File: src/rtl/muldiv_pkg.sv
// Shared encodings for the iterative multiply/divide sequencer.
package muldiv_pkg;

  typedef enum logic [1:0] {
    OP_MULLO = 2'b00,
    OP_MULHI = 2'b01,
    OP_DIVU  = 2'b10,
    OP_REMU  = 2'b11
  } op_t;

  typedef enum logic [1:0] {
    S_IDLE,
    S_RUN,
    S_DONE
  } state_t;

  typedef enum logic {
    MODE_MUL,
    MODE_DIV
  } mode_t;

endpackage

File: src/rtl/muldiv_sequencer_if.sv
// Request/response bundle between the control unit and the multiply/divide engine.
interface muldiv_sequencer_if #(
  parameter int unsigned l = 16
);
  logic         Start;
  logic [1:0]   Op;
  logic [l-1:0] A;
  logic [l-1:0] B;
  logic         Stall;
  logic         Busy;
  logic         Done;
  logic [l-1:0] Result;
  logic         DivByZero;

  modport master (
    output Start, Op, A, B,
    input  Stall, Busy, Done, Result, DivByZero
  );

  modport slave (
    input  Start, Op, A, B,
    output Stall, Busy, Done, Result, DivByZero
  );
endinterface

File: src/rtl/muldiv_step.sv
// One combinational iteration of shift-add multiply or restoring divide,
// sharing a single FullAdder ripple chain for the add and the trial subtract.
module FullAdder (
  input  logic A,
  input  logic B,
  input  logic Cin,
  output logic S,
  output logic Cout
);
  assign S    = A ^ B ^ Cin;
  assign Cout = (A & B) | (Cin & (A ^ B));
endmodule

module muldiv_step
  import muldiv_pkg::*;
#(
  parameter int unsigned l = 16
) (
  input  mode_t        Mode,
  input  logic [l-1:0] HiIn,
  input  logic [l-1:0] LoIn,
  input  logic [l-1:0] B,
  output logic [l-1:0] HiOut,
  output logic [l-1:0] LoOut
);
  // The remainder never exceeds l bits between iterations (it stays below B),
  // so only the shifted value inside this step needs the extra bit.
  logic [l:0]   shR;
  logic [l-1:0] shQ;
  logic [l:0]   addX;
  logic [l:0]   addY;
  logic [l:0]   sum;
  logic [l+1:0] carry;

  assign shR = {HiIn, LoIn[l-1]};
  assign shQ = {LoIn[l-2:0], 1'b0};

  always_comb begin
    addX     = {1'b0, HiIn};
    addY     = '0;
    carry[0] = 1'b0;
    if (Mode == MODE_DIV) begin
      addX     = shR;
      addY     = ~{1'b0, B};
      carry[0] = 1'b1;
    end else if (LoIn[0]) begin
      addY = {1'b0, B};
    end
  end

  for (genvar i = 0; i <= l; i++) begin : g_fa
    FullAdder fa (
      .A   (addX[i]),
      .B   (addY[i]),
      .Cin (carry[i]),
      .S   (sum[i]),
      .Cout(carry[i+1])
    );
  end

  always_comb begin
    HiOut = sum[l:1];
    LoOut = {sum[0], LoIn[l-1:1]};
    if (Mode == MODE_DIV) begin
      // Carry out of the trial subtract means the difference is non-negative.
      if (carry[l+1]) begin
        HiOut = sum[l-1:0];
        LoOut = {shQ[l-1:1], 1'b1};
      end else begin
        HiOut = shR[l-1:0];
        LoOut = shQ;
      end
    end
  end
endmodule

File: src/rtl/muldiv_sequencer.sv
// Control FSM, iteration counter and operand/result registers for the
// multi-cycle multiply/divide engine behind the ALU.
module muldiv_sequencer
  import muldiv_pkg::*;
#(
  parameter int unsigned l  = 16,
  parameter int unsigned cw = 5
) (
  input  logic                 Clk,
  input  logic                 ResetN,
  muldiv_sequencer_if.slave    bus
);
  state_t       state;
  state_t       stateNext;
  logic [cw-1:0] cnt;
  logic [l-1:0] accHi;
  logic [l-1:0] accLo;
  logic [l-1:0] bReg;
  op_t          opReg;
  logic [l-1:0] resultReg;
  logic         dbzReg;

  logic [l-1:0] stepHi;
  logic [l-1:0] stepLo;
  logic [l-1:0] runResult;
  logic         lastIter;
  logic         startDbz;
  mode_t        mode;

  assign mode     = opReg[1] ? MODE_DIV : MODE_MUL;
  assign lastIter = (state == S_RUN) && (cnt == cw'(l - 1));
  assign startDbz = bus.Op[1] && (bus.B == '0);

  // accHi/accLo hold P's upper/lower halves when multiplying, R/Q when dividing.
  muldiv_step #(.l(l)) step (
    .Mode (mode),
    .HiIn (accHi),
    .LoIn (accLo),
    .B    (bReg),
    .HiOut(stepHi),
    .LoOut(stepLo)
  );

  always_comb begin
    runResult = stepLo;
    case (opReg)
      OP_MULLO: runResult = stepLo;
      OP_MULHI: runResult = stepHi;
      OP_DIVU:  runResult = stepLo;
      OP_REMU:  runResult = stepHi;
      default:  runResult = stepLo;
    endcase
  end

  always_comb begin
    stateNext = state;
    case (state)
      S_IDLE:  if (bus.Start) stateNext = startDbz ? S_DONE : S_RUN;
      S_RUN:   if (lastIter) stateNext = S_DONE;
      S_DONE:  stateNext = S_IDLE;
      default: stateNext = S_IDLE;
    endcase
  end

  always_ff @(posedge Clk or negedge ResetN) begin
    if (!ResetN) begin
      state     <= S_IDLE;
      cnt       <= '0;
      accHi     <= '0;
      accLo     <= '0;
      bReg      <= '0;
      opReg     <= OP_MULLO;
      resultReg <= '0;
      dbzReg    <= 1'b0;
    end else begin
      state <= stateNext;
      case (state)
        S_IDLE: begin
          if (bus.Start) begin
            opReg <= op_t'(bus.Op);
            bReg  <= bus.B;
            accHi <= '0;
            accLo <= bus.A;
            cnt   <= '0;
            if (startDbz) begin
              resultReg <= (bus.Op == OP_DIVU) ? '1 : bus.A;
              dbzReg    <= 1'b1;
            end else begin
              resultReg <= '0;
              dbzReg    <= 1'b0;
            end
          end
        end
        S_RUN: begin
          accHi <= stepHi;
          accLo <= stepLo;
          cnt   <= cnt + cw'(1);
          if (lastIter) resultReg <= runResult;
        end
        default: ;
      endcase
    end
  end

  assign bus.Stall     = ((state == S_IDLE) && bus.Start) || (state == S_RUN);
  assign bus.Busy      = (state != S_IDLE);
  assign bus.Done      = (state == S_DONE);
  assign bus.Result    = resultReg;
  assign bus.DivByZero = dbzReg;
endmodule

File: src/flat_wrapper.sv
// flat-port wrapper written by rule: the top's interface ports become plain ports
module muldiv_sequencer_flat import muldiv_pkg::*;
#(
  parameter int unsigned l  = 16,
  parameter int unsigned cw = 5
)
  (Clk, ResetN, bus_Start, bus_Op, bus_A, bus_B, bus_Stall, bus_Busy, bus_Done, bus_Result, bus_DivByZero);
  muldiv_sequencer_if #(.l(l)) bus_i ();
  input  logic Clk;
  input  logic ResetN;
  input wire logic [$bits(bus_i.Start)-1:0] bus_Start;
  input wire logic [$bits(bus_i.Op)-1:0] bus_Op;
  input wire logic [$bits(bus_i.A)-1:0] bus_A;
  input wire logic [$bits(bus_i.B)-1:0] bus_B;
  output wire logic [$bits(bus_i.Stall)-1:0] bus_Stall;
  output wire logic [$bits(bus_i.Busy)-1:0] bus_Busy;
  output wire logic [$bits(bus_i.Done)-1:0] bus_Done;
  output wire logic [$bits(bus_i.Result)-1:0] bus_Result;
  output wire logic [$bits(bus_i.DivByZero)-1:0] bus_DivByZero;
  assign bus_i.Start = bus_Start;
  assign bus_i.Op = bus_Op;
  assign bus_i.A = bus_A;
  assign bus_i.B = bus_B;
  assign bus_Stall = bus_i.Stall;
  assign bus_Busy = bus_i.Busy;
  assign bus_Done = bus_i.Done;
  assign bus_Result = bus_i.Result;
  assign bus_DivByZero = bus_i.DivByZero;
  muldiv_sequencer #(.l(l), .cw(cw)) u_core (.Clk(Clk), .ResetN(ResetN), .bus(bus_i));
endmodule
File: config.mk
export PLATFORM = sky130hd
export DESIGN_NAME = muldiv_sequencer_flat
export DESIGN_NICKNAME = d
export VERILOG_FILES = /design/src/rtl/muldiv_pkg.sv /design/src/rtl/muldiv_sequencer_if.sv /design/src/rtl/muldiv_step.sv /design/src/rtl/muldiv_sequencer.sv /design/src/flat_wrapper.sv
export SDC_FILE = /design/constraint.sdc
export NUM_CORES = 1
export LEC_CHECK = 0
export ABC_CLOCK_PERIOD_IN_PS = 21700
export CORE_ASPECT_RATIO = 0.9
export CORE_MARGIN = 2
export CORE_UTILIZATION = 33
export CTS_CLUSTER_DIAMETER = 120
export DETAILED_ROUTE_END_ITERATION = 12
export HOLD_SLACK_MARGIN = 0.1
export PLACE_DENSITY = 0.58
export RECOVER_POWER = 100
export SLEW_MARGIN = 20
export SYNTH_ARGS = -nofsm -noshare
export SYNTH_HDL_FRONTEND = slang
export SYNTH_SLANG_ARGS = --single-unit
File: constraint.sdc
create_clock -name Clk -period 21.7 [get_ports Clk]
set_input_delay 4.34 -clock Clk [delete_from_list [all_inputs] [get_ports Clk]]
set_output_delay 4.34 -clock Clk [all_outputs]
set_load 0.1 [all_outputs]
; ---- Word-level counts from Yosys, hierarchy flattened
; Cells that the tools add are included.
; Widths: inputs -> output; s select.
[totals]
elab_cells = 145
in_bits = 37
register_bits = 74
mem_count = 0
latchBits = 0
output_inout_bits = 20
romBits = 0
mem_bits_rw = 0
[op_classes]
shift = 0
bitwise_logic = 86
magnitude_cmp = 0
n_mul = 0
n_eq_ne = 9
addsub = 1
muxes = 26
reduce_logical = 15
div_mod_pow = 0
[op_table]
columns = op, n
row1 = $mux 16, 10
row2 = $pmux 16 s2, 4
row3 = $and 1x1->1, 34
row4 = $mux 17, 2
row5 = $xor 1x1->1, 34
row6 = $not 16->17, 1
row7 = $or 1x1->1, 17
row8 = $logic_not 16->1, 1
row9 = $pmux 5 s2, 1
row10 = $eq 2x2->1 const B, 4
row11 = $mux 2, 3
row12 = $reduce_and 2->1, 3
row13 = $add 5x1->5 const B, 1
row14 = $eq 5x4->1 const B, 1
row15 = $mux 5, 1
row16 = $eq 2x1->1 const B, 2
row17 = $logic_not 2->1, 2
row18 = $mux 1, 4
row19 = $pmux 2 s2, 1
row20 = $reduce_bool 2->1, 2
row21 = $reduce_or 2->1, 2
row22 = $logic_and 1x1->1, 3
row23 = $reduce_and 3->1, 1
row24 = $ne 2x1->1 const B, 1
row25 = other kinds (2), 2

; ---- Depth between registers and ports, before layout
; Gate-level depths: netlist (run 1).
[logic_depth]
depth_word = 42
mapped_depth = 28
depth_no_buf = 25

; ---- By module
; Synthesis (run 1) repeated with hierarchy kept, for this count alone.
[unflattened]
cells_unflattened = 513
hier_area_um2 = 4852.2
[modules_own_cells]
columns = module, cells_each, instances, seq_area_each_um2, area_each_um2
row1 = muldiv_sequencer, 386, 1, 1851.8, 3537.1
row2 = muldiv_step, 110, 1, 0.0, 974.7
row3 = FullAdder, 1, 17, 0.0, 20.0

; ---- Least setup slack after synthesis (run 1)
; No wires, ideal clock.
[synth_timing]
path_kind = input-to-output
start = input bus_Start
end = output bus_Stall
required_ns = 17.360
cell_stages = 4
path_slack_ns = 11.674
n_path_buf = 1
arrival_time_ns = 5.686
cell_sequence = nor3b_2 nor2_1 clkbuf_1 inv_1
[synth_between]
elab_chain_len = 2
[synth_lines]
columns = element, line
row1 = "start, declared", flat_wrapper.sv:11  ; input wire logic [$bits(bus_i.Start)-1:0] bus_Start;
row2 = $logic_and 1x1->1, muldiv_sequencer.sv:105  ; assign bus.Stall = ((state == S_IDLE) && bus.Start) || (state == S_RUN);
row3 = $logic_or 1x1->1, muldiv_sequencer.sv:105
row4 = "end, declared", flat_wrapper.sv:15  ; output wire logic [$bits(bus_i.Stall)-1:0] bus_Stall;
; Every way passes these cells.

; ---- Worst setup path in the final report (run 1)
; Same ends and word-level chain as after synthesis.

==> results.tsv, run 1 <==
stage	metric	value	unit
outcome	status	finished with violations	
outcome	violations	capacitance limit, slew limit	
worst_setup_path	crit_slowest_cell	clkbuf_1	
timing	clock_skew	8.98	ps
yosys	yosys.area_share.simple	19.7	%
routing	viasPerCell	5.37	
yosys	synth.most_common_cell	nand2_1	
cells_and_area	num_antenna_cells	0	
yosys	syn_area_per_cell	9.06	µm²
routing	drtIter0Drc	409	
floorplan	start_util	33.6	%
cells_and_area	drive_gt1_share	13.1	%
clock_tree	cts-resized-gates	0	
worst_setup_path	cp_top_family	buffers and inverters	
worst_setup_path	arrival	8050	ps
timing	fin_tns_setup	0	ps
clock_tree	cts_max_level	3	
timing	worstMarginPinSlew	4120	ps
yosys	netlist.area_leader.share	37.7	%
worst_setup_path	cp_max_fo	44	
yosys	ys_warn_count	0	
placed_design	dp_hpwl	8.48	mm
worst_setup_path	worstPathCellList	dlygate4sd3_1 -> nor3b_1 -> clkbuf_1 -> nor2_1 -> inv_1 -> dlygate4sd3_1	
cells_and_area	area_delta_synth_final	19.7	%
yosys	synth.area.mux_share	11.3	%
global_routing	grtUsageTotal	16.6	%
floorplan	die_w	133	µm
worst_setup_path	crit_path_start_kind	input pin	
global_routing	grt-ovfl-total	0	
floorplan	core	14600	µm²
timing	fin_crit_sh	57.1	%
timing	max_slew_margin	-174	%
floorplan	die_h	120	µm
yosys	yosys.area.top_type	dfrtp_1	
yosys	synth_edf_count	0	
clock_tree	insertion_delay	340	ps
routing	final_antenna_net_count	0	
placed_design	io_buffers	56	
placed_design	pre_cts_slack	10540	ps
yosys	synth_top_family_by_area	simple AND/OR/NAND/NOR gates	
clock_tree	numCtsBuffers	9	
timing	period_needed	12390	ps
timing	fmax	80.7	MHz
worst_setup_path	critPathCaptureType	output port	
clock_tree	clock_path_buffers	2	
yosys	synth_seq_cells	74	
worst_setup_path	critical_path_required	17360	ps
yosys	synthAdderAreaFrac	7.29	%
timing	hold_ws	483	ps
yosys	ys_types	45	
timing	rsz0062_at_grt	no	
yosys	synth_cells	542	
global_routing	grt_max_degree	84	
yosys	synth-seq-area-share	37.7	%
global_routing	antenna_found_initial	0	
global_routing	grt_pass1_vias	3860	
cells_and_area	nNetsFinal	625	
timing	finalMaxSlewViolations	152	
clock_tree	clk_pin_slew	60	ps
clock_tree	post_cts.repair.setup_buffers	0	
timing	setup_violations	0	
clock_tree	cts_root_buffer	clkbuf_16	
global_routing	grt_pass1_wl	20.8	mm
clock_tree	clock_sinks	74	
job	drv_cap	3	
yosys	synth_xor_area_share	0.178	%
clock_tree	hold_buffers	0	
yosys	yosys-top-cells-area	dfrtp_1, nand2_1, o21ai_0	
floorplan	ios	57	
worst_setup_path	crit_type	in -> out	
worst_setup_path	cpPeakStageDelay	1500	ps
routing	drc	0	
yosys	synth-main-ff-cell	dfrtp_1	
routing	drtPass1Iterations	5	
worst_setup_path	worst_path_most_repeated_cell	dlygate4sd3_1	
worst_setup_path	path_buf_inv	4	
floorplan	num_rows	42	
yosys	synth_fp_nets	598	
yosys	synth-compound-area-share	18.9	%
yosys	synthArstFlopShare	100	%
clock_tree	cts_tree	yes	
routing	wl_per_cell	16.7	µm
floorplan	die_area	15900	µm²
yosys	synth_area	4910	µm²
worst_hold_path	hp-class	reg -> reg	
yosys	synth.top_cells.by_count	nand2_1, dfrtp_1, o21ai_0	
placed_design	gp_congestion	0.806	
timing	hold_viol_final	0	
routing	totalWireLength	12.9	mm
routing	dr_total_vias	4149	
timing	setup_slack	9310	ps
==> worst paths after layout <==
check	from	end	slack (ps)	cells past startpoint
worst max-delay path	bus_Start	bus_Stall	9310	6
worst min-delay path	u_core.bus.Result[4]	u_core.bus.Result[4]	480	2
worst max register to register	u_core.opReg[1]	u_core.bus.Result[9]	12110	24
worst min register to register	u_core.bus.Result[4]	u_core.bus.Result[4]	480	2
max in group asynchronous	ResetN	u_core.accHi[10]	13940	1
min in group asynchronous	ResetN	u_core.bus.Result[8]	5450	1
==> layout make-up <==
type                            count  area (µm²)
Clock inverter                      4        98.8
Sequential cell                    74        1850
Tap cell                          198         248
Clock buffer                       12         246
Fill cell                        1467        8730
Inverter                            5        18.8
Timing Repair Buffer               64         603
Multi-Input combinational cell    415        2810
==> metrics by stage <==
step	std cells	utilization, %	area, µm²
4_1_cts	772	40.5	5910
5_1_grt	772	40.2	5880
6_report	772	40.2	5880
3_5_place_dp	756	38.1	5570
3_3_place_gp	756	38.1	5570
2_1_floorplan	542	-	4910
==> state kept, by name, summed over array words and instances, names as in the netlist <==
signal	flops
u_core.accHi	16
u_core.accLo	16
u_core.bReg	16
u_core.bus.Result	16
u_core.cnt	5
u_core.opReg	2
u_core.state	2
u_core.bus.DivByZero	1
==> cells in the final DEF (no fill, tap or decap), types with 13 or more instances in the layout <==
| cell | n |
|---|---|
| dlygate4sd3_1 | 22 |
| nor2_1 | 40 |
| or3b_2 | 15 |
| nand3_1 | 26 |
| a221o_1 | 16 |
| fa_1 | 16 |
| dfrtp_1 | 74 |
| clkdlybuf4s50_1 | 33 |
| mux2_2 | 27 |
| nand2_1 | 93 |
| o211ai_1 | 13 |
| o21ai_0 | 69 |
| mux2i_1 | 24 |
| a21oi_1 | 14 |
==> cell families after synthesis <==
group	Yosys count
adder cells (fa/ha/maj)	19
AND/OR/NAND/NOR	202
XOR/XNOR	1
flip-flops	74
AO/OA/AOI/OAI	141
buffers and inverters	53
multiplexers	52
==> worst reg2reg max path, delay by kind of cell (launching register included) <==
family                     cells  cell delay [ps]
DFF                            1             1020
and+or+nand+nor                1              610
AOI/OAI and AO/OA              3              640
muxes                          1              430
adders and majority gates     17             6690
buffers and inverters          2              120
==> per-layer routing <==
layer	vias to the layer above	routed length [µm]	GRT usage, %
met1	2017	6490	26.0
met4	0	110	4.10
met5	-	0	0
met3	9	990	3.93
li1	1980	-	-
met2	143	5280	22.5
Power of run 1 is not shown: default switching activity piles up to over one toggle a cycle in this logic, so the estimate is an artifact.
==> run 2: changes to the inputs <==
Settings changed: ABC_CLOCK_PERIOD_IN_PS 21700 to 10300, PLACE_DENSITY 0.58 to 0.6.
Clock period 21.7 ns to 10.3 ns, I/O delays scaled along.
==> results.tsv, run 2 (synthesis gave the netlist of run 1 again) <==
stage	metric	value	unit	change
worst_setup_path	crit_type	reg -> reg		
global_routing	grt_max_degree	75		-11%
worst_setup_path	worstPathCellList	mux2_2 -> fa_1 -> fa_1 -> fa_1 -> fa_1 -> fa_1 -> fa_1 -> fa_1 -> fa_1 -> fa_1 -> fa_1 -> fa_1 -> fa_1 -> fa_1 -> fa_1 -> inv_1 -> fa_1 -> inv_1 -> fa_1 -> ha_1 -> or3b_2 -> a31oi_1 -> o21ai_0 -> o211ai_1		
worst_setup_path	worst-path-stages	24		+18
global_routing	grtUsageTotal	17.4	%	+0.84 points
floorplan	core	14600	µm²	unchanged
floorplan	start_util	33.6	%	unchanged
clock_tree	clock_path_buffers	2		unchanged
cells_and_area	layout_common_cells	nand2_1, dfrtp_1, o21ai_0		
worst_setup_path	ff2ff_path_depth	24		unchanged
cells_and_area	fill_cells	1446		-1.4%
timing	hold_viol_final	0		unchanged
timing	finalMaxSlewViolations	120		-21%
clock_tree	cts_max_level	3		unchanged
floorplan	num_rows	42		unchanged
timing	fmax	107	MHz	
clock_tree	cts_tree	yes		
global_routing	grt-ovfl-total	0		unchanged
clock_tree	clock_sinks	74		unchanged
placed_design	dp_hpwl	9.02	mm	+6.4%
clock_tree	post_cts.repair.setup_buffers	0		unchanged
worst_setup_path	cp_top_family	adder cells		
timing	worstMarginPinSlew	4000	ps	-118 ps
outcome	status	finished with violations		
routing	final_antenna_net_count	0		unchanged
timing	max_slew_margin	-167	%	+7.9 points
placed_design	io_buffers	56		unchanged
floorplan	die_w	133	µm	unchanged
worst_hold_path	hp-class	reg -> reg		
clock_tree	insertion_delay	340	ps	about the same
clock_tree	cts_root_buffer	clkbuf_16		
worst_setup_path	arrival	9620	ps	+1570 ps
cells_and_area	nNetsFinal	625		unchanged
clock_tree	hold_buffers	0		unchanged
cells_and_area	drive_gt1_share	13.6	%	+0.52 points
job	drv_cap	2		-1
worst_setup_path	worst_path_most_repeated_cell	fa_1		
timing	fin_crit_sh	91.0	%	
routing	totalWireLength	13.2	mm	+2.9%
global_routing	grt_pass1_wl	22.1	mm	+6.0%
worst_setup_path	crit_slowest_cell	dfrtp_4		
worst_setup_path	cp_max_fo	66		+50%
floorplan	die_area	15900	µm²	unchanged
floorplan	ios	57		unchanged
worst_hold_path	whs_path_depth	2		unchanged
worst_setup_path	crit_path_start_kind	register		
routing	wl_per_cell	17.2	µm	+2.9%
global_routing	grt_pass1_vias	4072		+5.5%
timing	period_needed	9370	ps	
cells_and_area	num_antenna_cells	0		unchanged
routing	dr_total_vias	4173		+0.58%
clock_tree	numCtsBuffers	9		unchanged
worst_setup_path	cpPeakStageDelay	880	ps	-620 ps
global_routing	antenna_found_initial	0		unchanged
timing	rsz0062_at_grt	no		
cells_and_area	area_delta_synth_final	19.7	%	about the same
routing	viasPerCell	5.41		+0.58%
clock_tree	cts-resized-gates	0		unchanged
outcome	violations	capacitance limit, slew limit		
timing	fin_tns_setup	0	ps	unchanged
routing	drtPass1Iterations	6		+1
cells_and_area	layout.cells.most_common	nand2_1		
floorplan	die_h	120	µm	unchanged
timing	setup_violations	0		unchanged
placed_design	gp_congestion	0.835		+3.5%
worst_setup_path	critical_path_required	10550	ps	-6810 ps
worst_setup_path	critPathCaptureType	register		
routing	drtIter0Drc	447		+9.3%
worst_setup_path	path_buf_inv	2		-2
clock_tree	clk_pin_slew	60	ps	about the same
routing	drc	0		unchanged
timing	clock_skew	5.33	ps	-3.65 ps
==> run 2: layout make-up <==
type                       count  area, µm²  share of cell area (%)
clock buffer                  11        243                    4.13
clock inverter                 5       77.6                    1.32
inverter                       5       18.8                   0.320
multi-input combinational    415       2810                    47.8
sequential                    74       1860                    31.6
tap                          198        248                    4.22
timing repair buffer          64        621                    10.6
==> run 2: path summary, 6_finish.rpt <==
check	end	slack, ps	from
min	u_core.bus.DivByZero	470	u_core.bus.DivByZero
min in group asynchronous	u_core.cnt[0]	3220	ResetN
max	u_core.bus.Result[9]	930	u_core.opReg[1]
max reg2reg	u_core.bus.Result[9]	930	u_core.opReg[1]
max in group asynchronous	u_core.opReg[1]	4260	ResetN
min reg2reg	u_core.bus.DivByZero	470	u_core.bus.DivByZero
==> run 2: tightest hold or removal path, cell delays in order, from the launching register on <==
cell and delay (ps):
dfrtp_1 340, nand2_1 50, nand2_1 50
==> run 2: metrics by stage <==
step                hold WS [ps]  setup slack (ps)  cell area, µm²  utilization, %  std cells
global route                 506               605            5870            40.2        772
detailed placement           471               997            5580            38.2        756
CTS                          485               963            5900            40.4        772
global placement             471              1100            5560            38.0        755
finish                       474               926            5870            40.2        772
floorplan                    455              1600            4910               -        542
==> run 2: metal layers <==
layer	GRT usage [%]	wire length [µm]
met5	0	0
met4	4.97	173
met3	4.60	881
met2	24.4	5420
met1	26.2	6770
Power of run 2 is left out for the same reason.
==> run 3: changes to the inputs <==
Settings changed: CELL_PAD_IN_SITES_DETAIL_PLACEMENT set to 1, CELL_PAD_IN_SITES_GLOBAL_PLACEMENT set to 2, CORE_UTILIZATION 33 to 32, PLACE_DENSITY 0.6 to 0.83.
==> results.tsv, run 3 (synthesis gave the netlist of run 1 again) <==
stage	metric	value	unit	change
outcome	status	finished with violations		
outcome	violations	capacitance limit, slew limit		
job	drv_cap	2		unchanged
worst_setup_path	arrival	9740	ps	+120 ps
cells_and_area	area_delta_synth_final	18.8	%	
worst_setup_path	r2r_setup_slack	820	ps	-110 ps
worst_setup_path	crit_path_start_kind	register		
timing	fin_crit_sh	92.1	%	+1.1 points
global_routing	grt-ovfl-total	0		unchanged
global_routing	grtUsageTotal	19.0	%	+1.6 points
clock_tree	cts_tree	yes		
routing	drc	0		unchanged
timing	fmax	105	MHz	-1.2%
placed_design	dpl.cell_count	756		unchanged
placed_design	dp_hpwl	9.90	mm	+9.8%
cells_and_area	layout.cells.non_filler	772		unchanged
timing	hold_viol_final	0		unchanged
clock_tree	hold_buffers	0		unchanged
timing	clock_skew	8.61	ps	+3.28 ps
worst_setup_path	cp_max_fo	60		-9.1%
timing	period_needed	9480	ps	+110 ps
worst_setup_path	worst_path_most_repeated_cell	fa_1		
worst_setup_path	cpPeakStageDelay	880	ps	about the same
worst_setup_path	ff2ff_path_depth	24		unchanged
global_routing	grt_pass1_vias	4308		+5.8%
worst_hold_path	min_to	u_core.bus.Result[1]		
worst_setup_path	crit-reg2reg-launch	u_core.opReg[1]		
cells_and_area	fill_cells	1723		+19%
worst_setup_path	critPathCaptureType	register		
clock_tree	cts_root_buffer	clkbuf_16		
floorplan	num_rows	42		unchanged
timing	setup_violations	0		unchanged
floorplan	ios	57		unchanged
routing	final_antenna_net_count	0		unchanged
cells_and_area	num_antenna_cells	0		unchanged
routing	drtIter0Drc	267		-40%
clock_tree	clk_pin_slew	60	ps	about the same
timing	finalMaxSlewViolations	120		unchanged
floorplan	die_h	121	µm	+1.5%
timing	fin_tns_setup	0	ps	unchanged
placed_design	gp_congestion	0.781		-6.5%
cells_and_area	layout.cells.most_common	nand2_1		
clock_tree	clock_sinks	74		unchanged
worst_hold_path	hp-class	reg -> reg		
worst_setup_path	r2r-end	u_core.bus.Result[11]		
cells_and_area	layout_common_cells	nand2_1, dfrtp_1, o21ai_0		
clock_tree	post_cts.repair.setup_buffers	0		unchanged
floorplan	die_area	16300	µm²	+3.0%
cells_and_area	nNetsFinal	625		unchanged
timing	rsz0062_at_grt	no		
routing	wl_per_cell	18.9	µm	+10%
placed_design	io_buffers	56		unchanged
global_routing	antenna_found_initial	0		unchanged
clock_tree	insertion_delay	350	ps	about the same
global_routing	grt_pass1_wl	24.0	mm	+8.8%
clock_tree	cts_max_level	3		unchanged
routing	drtPass1Iterations	4		-2
worst_setup_path	critical_path_required	10560	ps	about the same
clock_tree	clock_path_buffers	2		unchanged
routing	dr_total_vias	4145		-0.67%
clock_tree	cts-resized-gates	0		unchanged
worst_setup_path	crit_type	reg -> reg		
clock_tree	numCtsBuffers	9		unchanged
cells_and_area	drive_gt1_share	12.9	%	-0.70 points
floorplan	start_util	33.0	%	-0.59 points
worst_setup_path	crit_slowest_cell	dfrtp_4		
floorplan	core	14900	µm²	+1.8%
worst_setup_path	worstPathCellList	mux2_1 -> fa_1 -> fa_1 -> fa_1 -> fa_1 -> fa_1 -> fa_1 -> fa_1 -> fa_1 -> fa_1 -> fa_1 -> fa_1 -> fa_1 -> fa_1 -> fa_1 -> inv_1 -> fa_1 -> inv_1 -> fa_1 -> ha_1 -> or3b_2 -> a31oi_1 -> o21ai_0 -> o211ai_1		
worst_hold_path	whs_path_depth	2		unchanged
routing	totalWireLength	14.6	mm	+10%
global_routing	grt_max_degree	75		unchanged
timing	worstMarginPinSlew	4200	ps	+203 ps
timing	max_slew_margin	-180	%	-14 points
routing	viasPerCell	5.37		-0.67%
worst_hold_path	min_from	u_core.bus.Result[1]		
floorplan	die_w	135	µm	+1.5%
-- run 3: cell types whose count changed in the layout (fill, tap and decap cells not counted), sizes merged --
| cell | previous run | this run |
|---|---|---|
| clkinvlp | 1 | 0 |
| clkinv | 2 | 1 |
| clkbuf | 15 | 18 |
| bufinv | 2 | 1 |
-- run 3: through the flow --
step / area [µm²] / worst slack [ps] / utilization [%] / hold WS (ps)
after detailed placement: 5570 / 890 / 37.4 / 477
after floorplan: 4910 / 1600 / - / 455
after CTS: 5860 / 875 / 39.4 / 494
after global placement: 5570 / 1080 / 37.4 / 464
final: 5830 / 816 / 39.2 / 481
after global routing: 5830 / 439 / 39.2 / 510
-- run 3: layout make-up --
cell class                      count  area, µm²  area share [%]
Clock buffer                       14        264            4.53
Sequential cell                    74       1860            31.8
Inverter                            5       18.8           0.322
Multi-Input combinational cell    415       2810            48.1
Clock inverter                      2       35.0           0.601
Tap cell                          198        248            4.25
Timing Repair Buffer               64        603            10.3
-- run 3: routing by layer --
metal	track usage, %	part of all wire [%]
met5	0	0
met1	27.7	50
met2	28.3	43
met4	4.21	1.1
met3	4.85	5.4
-- run 3: worst max-delay path, delay by kind of cell (launching register included) --
kind / cells / cell delay, ps
AOI/OAI and AO/OA: 3 / 670
adders and majority gates: 17 / 6680
buffers and inverters: 2 / 130
and+or+nand+nor: 1 / 610
DFF: 1 / 880
muxes: 1 / 410
-- run 3: worst max-delay path by stage --
stage | from | endpoint
5_1_grt | u_core.opReg[1] | u_core.bus.Result[9]
3_3_place_gp | u_core.opReg[1] | u_core.bus.Result[11]
4_1_cts | u_core.opReg[1] | u_core.bus.Result[11]
2_1_floorplan | u_core.opReg[1] | u_core.bus.Result[10]
6_report | u_core.opReg[1] | u_core.bus.Result[11]
3_5_place_dp | u_core.opReg[1] | u_core.bus.Result[11]
Power of run 3 is left out for the same reason.
==> RTL edit: new RTL, settings of run 3 <==
Re-encode `state_t` (3 states) as one-hot, 3 bits wide.
--- a/src/rtl/muldiv_pkg.sv
+++ b/src/rtl/muldiv_pkg.sv
@@ -8,10 +8,10 @@
     OP_REMU  = 2'b11
   } op_t;
 
-  typedef enum logic [1:0] {
-    S_IDLE,
-    S_RUN,
-    S_DONE
+  typedef enum logic [2:0] {
+    S_IDLE = 3'b001,
+    S_RUN  = 3'b010,
+    S_DONE = 3'b100
   } state_t;
 
   typedef enum logic {
Formal check against the unedited RTL: same outputs for any inputs over 10 cycles, from zero or initial values and one cycle with ResetN low; not proved beyond that.
==> RTL edit against run 3 <==
The flow still finishes with violations (max-capacitance violations, max-slew violations); critical path depth stayed put; sequential cell count increased by 1; wire length is 0.38% lower; final area up 2.3%; die area increased by 1.4%; worst setup slack got worse by 0.16 ns; core utilization fell by 0.32 points; area after synthesis up 1.4%; sequential share of layout area decreased by 0.26 points; critical path type unchanged; critical endpoint is now u_core.accHi[2].
==> RTL edit: results (changes against run 3) <==
** Clock network
- The TritonCTS sink count was 75 (+1.4%).

** Run status
- Failing checks :: max-capacitance violations, max-slew violations
- Status :: finished, violations left

** Place
- The pre-CTS setup slack came to 0.8491 ns (-0.04111 ns).
- Post-detailed-placement half-perimeter wirelength :: 9747 microns (-1.6%)
- Inst Count DP :: 707 (-6.5%)
- Placed cell area :: 5664 sq um (+1.8%)

** Route
- The met3 wirelength from detailed routing was 580 microns (-27%).
- Via density per instance :: 5.253 (-2.2%)
- The detailed-route wire length is 14550 microns (-0.38%).

** Global route
- The pin count of the biggest net entering global routing was 76 (+1.3%).
- The all-layer global routing usage was 18.51% (-0.48 points).

** Logic synthesis
- Leading post-synthesis cells by cell area :: dfrtp_1, mux2_2, mux2i_1, fa_1, o21ai_0
- Portion of the post-synthesis area used by sequential elements :: 37.72% (about the same)
- The mux cell area share after synthesis came to 23.90% (+13 points).
- Adder-cell area share of the yosys netlist :: 7.188% (-0.10 points)
- The mean instance size in the synthesized netlist was 10.33 sq um (+14%).
- The xor and xnor area share after synthesis came to 0.1759% (-0.0025 points).
- Leading post-synthesis cells by instance count :: dfrtp_1, mux2_2, nand2_1

** Final layout
- Combined area of the multi-input logic cells :: 2859 sq um (+1.9%)
- The final core utilization came to 38.87% (-0.32 points).
- Multi-input comb cells :: 361 (-13%)
- Fraction of layout cells with a size suffix above 1 :: 18.58% (+5.7 points)
- The portion of the layout cell area used by clock cells is 5.730% (+0.60 points).
- Sequential share of cell area :: 31.57% (-0.26 points)

** Run
- Max-cap check violation count :: 3 (+1)

** Timing
- Max-slew violation total from the final report :: 130 (+8.3%)

** Worst setup path
- Critical Path AT :: 9.85 ns (+0.11 ns)
- The peak fanout along the critical path was 39 (-35%).
## RTL edit: final timing paths
path / startpoint / end / slack [ns] / depth (start not counted)
max: u_core.opReg[1] / u_core.accHi[2] / 0.65 / 24
min: u_core.cnt[2] / u_core.cnt[2] / 0.52 / 1
max reg2reg: u_core.opReg[1] / u_core.accHi[2] / 0.65 / 24
min reg2reg: u_core.cnt[2] / u_core.cnt[2] / 0.52 / 1
max in group asynchronous: ResetN / u_core.accLo[8] / 5.11 / 2
min in group asynchronous: ResetN / u_core.bReg[2] / 2.32 / 1
## RTL edit: report_power, final
part | switching (mW) | internal, mW
clock network | 0.133 | 0.236
registers | 0.132 | 0.387
logic | 0.531 | 0.447
total | 0.796 | 1.07
## RTL edit: layer usage
layer	global-route usage [%]	vias up
li1	-	1802
met1	27.28	1930
met2	27.70	60
met3	4.254	11
met4	4.102	0
met5	0	-
